[src/rtl/vga_pixclk_ctrl_pkg.sv]
// Shared definitions for the VGA pixel-clock controller: mode codes,
// FSM state encoding and the supported-mode decode.
package vga_pixclk_ctrl_pkg;

    localparam logic [3:0] MODE_1 = 4'b0001;
    localparam logic [3:0] MODE_5 = 4'b0101;

    typedef enum logic [1:0] {
        ST_SETTLE = 2'd0,
        ST_LOCKED = 2'd1,
        ST_DRAIN  = 2'd2
    } state_e;

    function automatic logic mode_supported(input logic [3:0] mode);
        return (mode == MODE_1) || (mode == MODE_5);
    endfunction

endpackage

[src/rtl/vga_pixclk_ctrl_clk_div_core.sv]
// Loadable half-period divider. A new VAL is only taken on the terminal-count
// edge, so every half-period of div_o is exactly one full VAL long.
module clk_div_core #(
    parameter int               CNT_W   = 32,
    parameter logic [CNT_W-1:0] RST_VAL = 2
) (
    input  logic             clk,
    input  logic             rst,
    input  logic             load_i,
    input  logic [CNT_W-1:0] load_val_i,
    output logic             tc_o,
    output logic             div_o
);

    localparam logic [CNT_W-1:0] ONE = 1;

    logic [CNT_W-1:0] cnt_q;
    logic [CNT_W-1:0] val_q;
    logic             div_q;

    assign tc_o  = (cnt_q == val_q - ONE);
    assign div_o = div_q;

    // NOTE: sequential state uses non-blocking (<=) so every register samples
    // pre-edge values; blocking here would create order-dependent races.
    always_ff @(posedge clk or posedge rst) begin
        if (rst) begin
            cnt_q <= '0;
            val_q <= RST_VAL;
            div_q <= 1'b0;
        end else if (tc_o) begin
            cnt_q <= '0;
            div_q <= ~div_q;
            if (load_i) begin
                val_q <= load_val_i;
            end
        end else begin
            cnt_q <= cnt_q + ONE;
        end
    end

endmodule

[src/rtl/vga_pixclk_ctrl.sv]
// Run-time pixel-clock mode controller: handshake, mode check, glitch-free
// divider reload at a half-period boundary, and settle-before-lock tracking.
module vga_pixclk_ctrl
    import vga_pixclk_ctrl_pkg::*;
#(
    parameter int CNT_W          = 32,
    parameter int VAL_MODE1      = 25175000,
    parameter int VAL_MODE5      = 50000000,
    parameter int SETTLE_TOGGLES = 4
) (
    input  logic       clk,
    input  logic       rst,
    input  logic       req_valid_i,
    input  logic [3:0] req_mode_i,
    output logic       req_ready_o,
    output logic       req_err_o,
    output logic [3:0] cur_mode_o,
    output logic       div_out_o,
    output logic       locked_o
);

    localparam logic [CNT_W-1:0] VAL1     = CNT_W'(VAL_MODE1);
    localparam logic [CNT_W-1:0] VAL5     = CNT_W'(VAL_MODE5);
    localparam logic [7:0]       SETTLE_N = 8'(SETTLE_TOGGLES);

    state_e     state_q, state_d;
    logic [3:0] cur_mode_q, cur_mode_d;
    logic [3:0] pend_q, pend_d;
    logic [7:0] settle_q, settle_d;
    logic       err_q, err_d;
    logic       load;
    logic       tc;
    logic [CNT_W-1:0] load_val;

    assign load_val = (pend_q == MODE_5) ? VAL5 : VAL1;

    clk_div_core #(
        .CNT_W   (CNT_W),
        .RST_VAL (VAL1)
    ) u_div (
        .clk        (clk),
        .rst        (rst),
        .load_i     (load),
        .load_val_i (load_val),
        .tc_o       (tc),
        .div_o      (div_out_o)
    );

    // NOTE: every always_comb output gets a default first so no path can
    // leave it unassigned and infer a latch.
    always_comb begin
        state_d    = state_q;
        cur_mode_d = cur_mode_q;
        pend_d     = pend_q;
        settle_d   = settle_q;
        err_d      = 1'b0;
        load       = 1'b0;
        case (state_q)
            ST_SETTLE: begin
                if (tc) begin
                    settle_d = settle_q + 8'd1;
                    if (settle_q + 8'd1 == SETTLE_N) begin
                        state_d = ST_LOCKED;
                    end
                end
            end
            ST_LOCKED: begin
                if (req_valid_i) begin
                    if (!mode_supported(req_mode_i)) begin
                        err_d = 1'b1;
                    end else if (req_mode_i != cur_mode_q) begin
                        pend_d  = req_mode_i;
                        state_d = ST_DRAIN;
                    end
                end
            end
            ST_DRAIN: begin
                // The reload edge toggles div_out but does not count toward settling.
                load = tc;
                if (tc) begin
                    cur_mode_d = pend_q;
                    settle_d   = 8'd0;
                    state_d    = ST_SETTLE;
                end
            end
            default: state_d = ST_SETTLE;
        endcase
    end

    always_ff @(posedge clk or posedge rst) begin
        if (rst) begin
            state_q    <= ST_SETTLE;
            cur_mode_q <= MODE_1;
            pend_q     <= '0;
            settle_q   <= '0;
            err_q      <= 1'b0;
        end else begin
            state_q    <= state_d;
            cur_mode_q <= cur_mode_d;
            pend_q     <= pend_d;
            settle_q   <= settle_d;
            err_q      <= err_d;
        end
    end

    assign req_ready_o = (state_q == ST_LOCKED);
    assign locked_o    = (state_q == ST_LOCKED);
    assign req_err_o   = err_q;
    assign cur_mode_o  = cur_mode_q;

endmodule

[config.mk]
export PLATFORM = sky130hd
export DESIGN_NAME = vga_pixclk_ctrl
export DESIGN_NICKNAME = d
export VERILOG_FILES = /design/src/rtl/vga_pixclk_ctrl_pkg.sv /design/src/rtl/vga_pixclk_ctrl_clk_div_core.sv /design/src/rtl/vga_pixclk_ctrl.sv
export SDC_FILE = /design/constraint.sdc
export NUM_CORES = 1
export LEC_CHECK = 0
export ABC_CLOCK_PERIOD_IN_PS = 7100
export CORE_ASPECT_RATIO = 1.4
export CORE_UTILIZATION = 24
export DETAILED_ROUTE_END_ITERATION = 8
export GPL_TIMING_DRIVEN = 0
export PLACE_DENSITY = 0.5
export SYNTH_ARGS = -nofsm -noshare
export SYNTH_HDL_FRONTEND = slang
export SYNTH_SLANG_ARGS = --single-unit
[constraint.sdc]
create_clock -name clk -period 7.1 [get_ports clk]
set_input_delay 1.065 -clock clk [delete_from_list [all_inputs] [get_ports clk]]
set_output_delay 1.065 -clock clk [all_outputs]
set_load 0.02 [all_outputs]
== Word level (Yosys, flattened, before mapping) ==
Cells that the tools add are included.

* Flip-flop bits (word level): 84
* Input bits: 7
* Output and inout bits: 8
* Word-level logic and storage cells: 50

* $add $sub $neg: 3
* Eq/ne operators: 14
* Muxes and demuxes: 16
* Bitwise logic cells: 1
* Reductions and logical operators: 8

{| class="wikitable"
|+ Operators with widths
! cell !! count
|-
| adder 32 x 1 -> 32 bit, second input constant || 1
|-
| equality test 32 bit || 1
|-
| two-way mux 32 bit || 1
|-
| subtractor 32 x 1 -> 32 bit, second input constant || 1
|-
| two-way mux 26 bit || 1
|-
| two-way mux 8 bit || 2
|-
| one-hot mux 8 bit (2 select lines) || 1
|-
| two-way mux 2 bit || 6
|-
| adder 8 x 1 -> 8 bit, second input constant || 1
|-
| equality test 4 x 3 -> 1 bit, second input constant || 2
|-
| equality test 8 x 3 -> 1 bit, second input constant || 1
|-
| != test 2 bit, second input constant || 4
|-
| one-hot mux 2 bit (3 select lines) || 1
|-
| AND reduction 6 bit || 1
|-
| equality test 4 x 1 -> 1 bit, second input constant || 1
|-
| two-way mux 1 bit || 4
|-
| != test 2 x 1 -> 1 bit, second input constant || 2
|-
| != test 4 bit || 1
|-
| AND reduction 2 bit || 2
|-
| AND reduction 4 bit || 1
|-
| AND reduction 3 bit || 1
|-
| equality test 2 x 1 -> 1 bit, second input constant || 1
|-
| equality test 2 bit, second input constant || 1
|-
| logical NOT 2 bit || 1
|-
| 3 further kinds || 3
|}

== Depth between registers and ports, before layout ==
* Depth after elaboration: 5
* Mapped depth: 8
* Depth with buffers taken out: 6

== Hierarchy ==
Synthesis repeated with hierarchy kept, for this count alone.

* Cells, all modules: 508
* Area, all modules: 5,094.9 um2

{| class="wikitable"
|+ By module, submodules not included
! module !! instances !! cells each !! area each (um2) !! sequential area each (um2)
|-
| clk_div_core || 1 || 415 || 4,159.0 || 1,637.8
|-
| vga_pixclk_ctrl || 1 || 93 || 935.9 || 476.7
|}

== Worst setup path before layout ==
Ideal clock, no wire load.

* Path type: reg2out
* From: register state_q[0]
* To: output req_ready_o
* Data arrival time: 1.235 ns
* Slack: 4.800 ns
* Stages on the path, launching flop included: 4
* Path buffers: 2
* Cell sequence: dfrtp_1 clkbuf_1 nor2b_1 buf_4

* Word-level cells in the longest chain between the ends: 1

{| class="wikitable"
|+ Ends and longest elaborated chain
! element !! line !! RTL
|-
| start, declared || vga_pixclk_ctrl.sv:26 || <nowiki>state_e state_q, state_d;</nowiki>
|-
| start signal, assigned || vga_pixclk_ctrl.sv:98 || <nowiki>state_q <= state_d;</nowiki>
|-
| equality test 2 x 1 -> 1 bit || -- ||
|-
| end, declared || vga_pixclk_ctrl.sv:15 || <nowiki>output logic req_ready_o,</nowiki>
|}

Every way passes these cells.

== Worst setup path after layout ==
* From: register state_q[0]
* To: output req_ready_o

* Word-level cells in the longest chain between the ends: 1

{| class="wikitable"
|+ Ends and longest elaborated chain
! element !! line !! RTL
|-
| equality test 2 x 1 -> 1 bit || vga_pixclk_ctrl.sv:106 || <nowiki>assign req_ready_o = (state_q == ST_LOCKED);</nowiki>
|}

Every way passes these cells.

==> qor.yml <==
global_routing:
  track_usage_pct: 11.14
  antenna_found_initial: 0
  grt_pass1_wl_mm: 10.65
  grt_pass1_vias: 2249
  grt_start_max_net_pins: 40
  grt-ovfl-total: 0
yosys:
  synth_cell_types: 48
  synth_cells: 286
  async_flop_share_pct: 100.0
  avgSynthCellArea_um2: 9.931
  ys_seq_area_share_pct: 47.67
  synth_warnings: 0
  syn_area_mm2: 0.002840
  synth_seq_cells: 54
  synth_nets: 296
  synth_edf_count: 0
  ys.flop_type: "dfrtp_1"
sta:
  rsz0062_at_grt: "false"
  slew_violations: 0
  relSlewSlack_pct: 39.63
  timing.fmax_mhz: 327.2
  setup_tns_ns: 0
  worst_slack_ns: 4.043
  worst_pin_slew_ns: 0.9055
  fin_crit_sh_pct: 43.05
  hold_viol: 0
  finClkSkew_ns: 0.006909
  fin_crit_ns: 3.057
  setup_viol: 0
place:
  gp_congestion: 0.7697
  place_hpwl_mm: 4.468
  dpl_worst_slack_ns: 4.272
  numPortBuffers: 14
  post_dp_cell_area_mm2: 0.003181
floorplanning:
  num_io_pins: 15
  die_width_um: 93.94
  coreArea_mm2: 0.01145
  num_rows: 46
  die_y_um: 130.7
  die_area_mm2: 0.01228
  initial_core_util_pct: 24.80
worst_hold_path:
  worstHoldStart: "u_div.cnt_q[31]$_DFF_PP0_"
  hold_path_class: "reg -> reg"
worst_setup_path:
  start_kind: "register"
  crit_fanout: 10
  required_ns: 6.03
  reg2reg_from: "u_div.cnt_q[11]$_DFF_PP0_"
  slowest_stage: "clkdlybuf4s50_1"
  crit_path_start: "state_q[0]$_DFFE_PP0P_"
  cp_cell_sequence: "clkbuf_1 -> nor2b_1 -> buf_4 -> clkdlybuf4s50_1"
  crit_buf_inv: 3
  cp-end-kind: "output pin"
  rrSetupSlack_ns: 4.51
  crit_type: "reg -> out"
  max_stage_delay_ns: 0.58
  critPathTopFamily: "buffers and inverters"
  worstPathArrival_ns: 1.99
clock_tree:
  ctsHoldBuffers: 0
  cts_resized: 0
  path_clk_slew_ns: 0.07
  clockRootBuffer: "clkbuf_16"
  htree_levels: 2
  cts_tree: "yes"
  clockBufferDepth: 2
  worstSkewPairLatency_ns: 0.29
  cts.sinks: 54
  numCtsBuffers: 5
  post_cts_buffers: 0
cells_and_area:
  multiInputGateArea_mm2: 0.001395
  area_delta_synth_final_pct: 16.74
  fin_nets: 318
  seq_area_mm2: 0.001354
  num_antenna_cells: 0
  fin_area_mm2: 0.003316
  layout-drive-gt1-share_pct: 10.39
  fillers: 1194
detailed_routing:
  drt_iter0_drc: 98
  wirelength_mm: 6.162
  wl_per_cell_um: 13.63
  dr.pass1.iters: 4
  viasPerCell: 4.759
  num_vias: 2151
  ant_nets: 0
  remaining_drc_errors: 0
power_and_ir_drop:
  vdd_ir_drop_max_uv: 81.89
  power_mw: 0.5564
  p_per_area_mw_per_mm2: 167.8
  p_sw_mw: 0.1161
  internal_power_mw: 0.4402
  p_comb_share_pct: 2.3
  p_leak_nw: 1.413
  p_clk_share_pct: 42.4
  p_seq_share_pct: 55.3
  p_sw_share_pct: 20.87
run_status:
  status: "completed"
job:
  drv_cap: 0
[through the flow]
stage,std cells,hold slack (ns),utilization (%)
floorplan,286,0.4331,-
global placement,444,0.4518,27.59
detailed placement,445,0.4584,27.77
CTS,452,0.4721,28.95
global route,452,0.4949,28.95
finish,452,0.4671,28.95
[worst reg2reg max path, delay by kind of cell, from the launching register on]
kind / cells / cell delay [ns]
DFF: 1 / 0.44
and+or+nand+nor: 4 / 1.48
buffers and inverters: 1 / 0.15
muxes: 1 / 0.40
[cell usage in the layout, fill, tap and decap left out, types with 3 or more instances in the layout]
cell             Yosys  layout
nor4_1               6       6
ha_1                 3       3
nand2_1             21      21
buf_6                3       3
nor2_1              46      46
clkdlybuf4s50_1      0      14
mux2_2               6       6
or3_1                4       4
nor3_1               6       6
xnor2_1             14      14
xor2_1              23      23
dfrtp_1             52      52
o21ai_0              5       5
nand3_1             17      17
a31oi_1              3       3
inv_1                4       3
nand4_1             14      14
and3_1               6       6
nor2b_1              5       5
clkbuf_16            0       5
o41ai_1              5       5
clkbuf_1             8       8
[metal layers]
layer,global-route usage [%],part of all wire [%],up-vias
met5,0,0,-
met4,3.891,1.6,0
met3,2.257,2.6,10
met2,20.87,54,26
met1,12.35,42,1064
li1,-,-,1051
[power groups by stage]
stage	combinational, mW	clock, mW	sequential, mW
floorplan	0.00581	0	0.313
global placement	0.0120	0	0.313
detailed placement	0.0136	0	0.313
CTS	0.0136	0.246	0.307
global route	0.0146	0.257	0.307
finish	0.0128	0.236	0.308
[cell families after synthesis]
group,after synthesis,share of synthesized area (%)
XOR/XNOR,37,11.41
adder cells (fa/ha/maj),3,1.322
AO/OA/AOI/OAI,22,6.079
multiplexers,9,3.788
flip-flops,54,47.67
AND/OR/NAND/NOR,144,26.52
buffers and inverters,17,3.216
[state kept, by name (all words and copies together), names as in the netlist]
name         count
cur_mode_o       4
pend_q           4
req_err_o        1
settle_q         8
state_q          2
u_div.cnt_q     32
u_div.div_o      1
u_div.val_q      2
[layout make-up]
type                            instances  area share (%)
Multi-Input combinational cell        215           42.08
Inverter                                4          0.4528
Timing Repair Buffer                   15           4.830
Buffer                                 13           2.302
Clock inverter                          2          0.3019
Sequential cell                        54           40.83
Clock buffer                            5           3.774
Tap cell                              144           5.434
[worst paths after layout]
path,endpoint,cells past startpoint
worst max-delay path,req_ready_o,4
worst min-delay path,u_div.cnt_q[31]$_DFF_PP0_,1
worst max register to register,u_div.val_q[22]$_DFFE_PP0P_,6
worst min register to register,u_div.cnt_q[31]$_DFF_PP0_,1
max in group asynchronous,cur_mode_o[0]$_DFFE_PP1P_,3
min in group asynchronous,u_div.cnt_q[1]$_DFF_PP0_,2
[cells in the mapped netlist (2+ instances only)]
cell       n  area share [%]
clkbuf_1   8             1.1
nand2b_1   2            0.44
o22ai_1    2            0.44
dfstp_2    2             1.9
nor2_1    46             6.1
nand3_1   17             3.0
or3_1      4            0.88
nor4_1     6             1.3
nand2_1   21             2.8
dfrtp_1   52              46
xnor2_1   14             4.3
and4_1     2            0.62
nor2b_1    5             1.1
mux2_2     6             2.4
or4_1      2            0.53
xor2_1    23             7.1
o21ai_0    5            0.88
mux2_4     2             1.1
nor4b_1    2            0.62
and3_1     6             1.3
buf_6      3             1.2
nor3_1     6             1.1
inv_1      4            0.53
a31oi_1    3            0.66
o41ai_1    5             1.5
nand4_1   14             3.1
ha_1       3             1.3
Note: power is estimated with default switching activity, not from simulation.
==> RTL edit: new RTL, config.mk and constraints unchanged <==
`CNT_W` is set to 32 in 2 places; all go to 36.
--- a/src/rtl/vga_pixclk_ctrl_clk_div_core.sv
+++ b/src/rtl/vga_pixclk_ctrl_clk_div_core.sv
@@ -2,5 +2,5 @@
 // edge, so every half-period of div_o is exactly one full VAL long.
 module clk_div_core #(
-    parameter int               CNT_W   = 32,
+    parameter int               CNT_W   = 36,
     parameter logic [CNT_W-1:0] RST_VAL = 2
 ) (
--- a/src/rtl/vga_pixclk_ctrl.sv
+++ b/src/rtl/vga_pixclk_ctrl.sv
@@ -4,5 +4,5 @@
     import vga_pixclk_ctrl_pkg::*;
 #(
-    parameter int CNT_W          = 32,
+    parameter int CNT_W          = 36,
     parameter int VAL_MODE1      = 25175000,
     parameter int VAL_MODE5      = 50000000,
Function: no difference found for any inputs over 10 cycles, from zero or initial values and one cycle with rst high; that may be too few to reach the edited logic, so the function may still have changed.
==> RTL edit against the unedited design <==
  * Synthesized area is 4.7% higher
  * Count of clock-buffer cells in the layout is 4 higher
  * Sequential cell count is 4 higher
  * Clock skew is 1.0 ps lower
  * Routed wire length is 2.9% higher
  * Final area is 9.7% higher
  * Total power is 46% higher
  * Worst setup slack worse by 110 ps
  * Register-to-register slack better by 150 ps
  * Largest cell class unchanged
==> RTL edit: results (changes against the unedited design) <==
critical path's slowest cell: clkdlybuf4s50_1
biggest regs: u_div.cnt_q (36), settle_q (8)
cts repair resizes: 0 (unchanged)
maximum vdd drop: 0.102 mV (+25%)
syn_nets: 298 (+0.68%)
Max Buffers Root-to-Sink: 2 (unchanged)
Final HPWL DP: 4440 um (-0.72%)
static leakage: 0.00156 uW (+10%)
gr usage total: 0.111 (about the same)
Initial DRT Pass Iterations: 4 (unchanged)
synth cell count leaders: dfrtp_1, nor2_1, xor2_1
# setup viols final: 0 (unchanged)
share of layout cells above drive strength 1: 0.138 (+0.0340)
Clock Tree Root: clkbuf_16
Worst Clk Skew: 5.87 ps (-1.04 ps)
dpl cell area: 3320 um2 (+4.3%)
FFs w/ async S/R, synth: 1.00 (unchanged)
maximum fanout along the worst path: 10 (unchanged)
number of DRC markers in iteration 0: 92 (-6.1%)
cts bufs inserted: 9 (+4)
Warnings, synthesis: 0 (unchanged)
Primary FF master, synth: dfrtp_1
H-tree depth: 3 (+1)
largest net degree at the start of global routing: 31 (-23%)
routed vias: 2194 (+2.0%)
post-CTS setup buffer count: 0 (unchanged)
CTS clk-pin slew, worst paths: 50 ps (-20 ps)
CP top delay family: buffers and inverters
worst slew pin tran: 877 ps (-28.7 ps)
Worst-Skew Late Latency: 330 ps (+40 ps)
sequential element share of the synthesized area: 0.489 (+0.0124)
initial antenna violation count: 0 (unchanged)
Nets: 324 (+1.9%)
FILL cells: 1259 (+5.4%)
flip-flop and latch area: 1450 um2 (+7.4%)
Critical Path AT: 2100 ps (+110 ps)
global placement routability congestion: 0.705 (-8.5%)
largest cells by area after synthesis: dfrtp_1, xor2_1, nor2_1
Cell variety after synth: 44 (-8.3%)
final WL: 6340 um (+2.9%)
outcome: completed
Worst Hold Class: flip-flop to flip-flop
first-pass GRT wire length: 10900 um (+2.2%)
Max stage delay on crit path: 580 ps (about the same)
RTL edit: layout make-up:
type	count	share of cell area
Timing Repair Buffer	15	0.0440
Inverter	7	0.00723
Tap cell	147	0.0506
Buffer	7	0.00929
Sequential cell	58	0.400
Clock inverter	7	0.0258
Clock buffer	9	0.0619
Multi-Input combinational cell	216	0.401
RTL edit: through the flow:
| step | setup WS, ps | power, uW | std cells |
|---|---|---|---|
| 2_1_floorplan | 4610 | 343 | 288 |
| 3_3_place_gp | 3420 | 349 | 449 |
| 3_5_place_dp | 4250 | 351 | 450 |
| 4_1_cts | 3890 | 819 | 466 |
| 5_1_grt | 3740 | 838 | 466 |
| 6_report | 3930 | 810 | 466 |
RTL edit: metal layers:
layer	global-route usage	wire [um]
met1	0.133	2850
met2	0.182	3200
met3	0.0308	184
met4	0.0514	104
met5	0	0
RTL edit: power breakdown:
part           total, uW  switching (uW)  internal (uW)
registers            331               0            331
logic               13.4            8.31           5.06
clock network        465             160            306
total                810             168            642
RTL edit: cell families after synthesis:
kind of cell | Yosys count | share of synthesized area
buffers and inverters | 14 | 0.0202
AO/OA/AOI/OAI | 22 | 0.0665
adder cells (fa/ha/maj) | 3 | 0.0126
multiplexers | 9 | 0.0337
XOR/XNOR | 41 | 0.121
AND/OR/NAND/NOR | 141 | 0.257
flip-flops | 58 | 0.489
RTL edit: worst paths after layout:
check | startpoint | to | slack [ps] | cells after the start
max | state_q[0]$_DFFE_PP0P_ | req_ready_o | 3930 | 4
min | u_div.div_o$_DFFE_PP0N_ | u_div.div_o$_DFFE_PP0N_ | 470 | 1
max reg2reg | u_div.cnt_q[11]$_DFF_PP0_ | cur_mode_o[1]$_DFFE_PP0P_ | 4660 | 5
min reg2reg | u_div.div_o$_DFFE_PP0N_ | u_div.div_o$_DFFE_PP0N_ | 470 | 1
max in group asynchronous | rst | u_div.val_q[24]$_DFFE_PP1P_ | 5280 | 3
min in group asynchronous | rst | u_div.div_o$_DFFE_PP0N_ | 1160 | 2
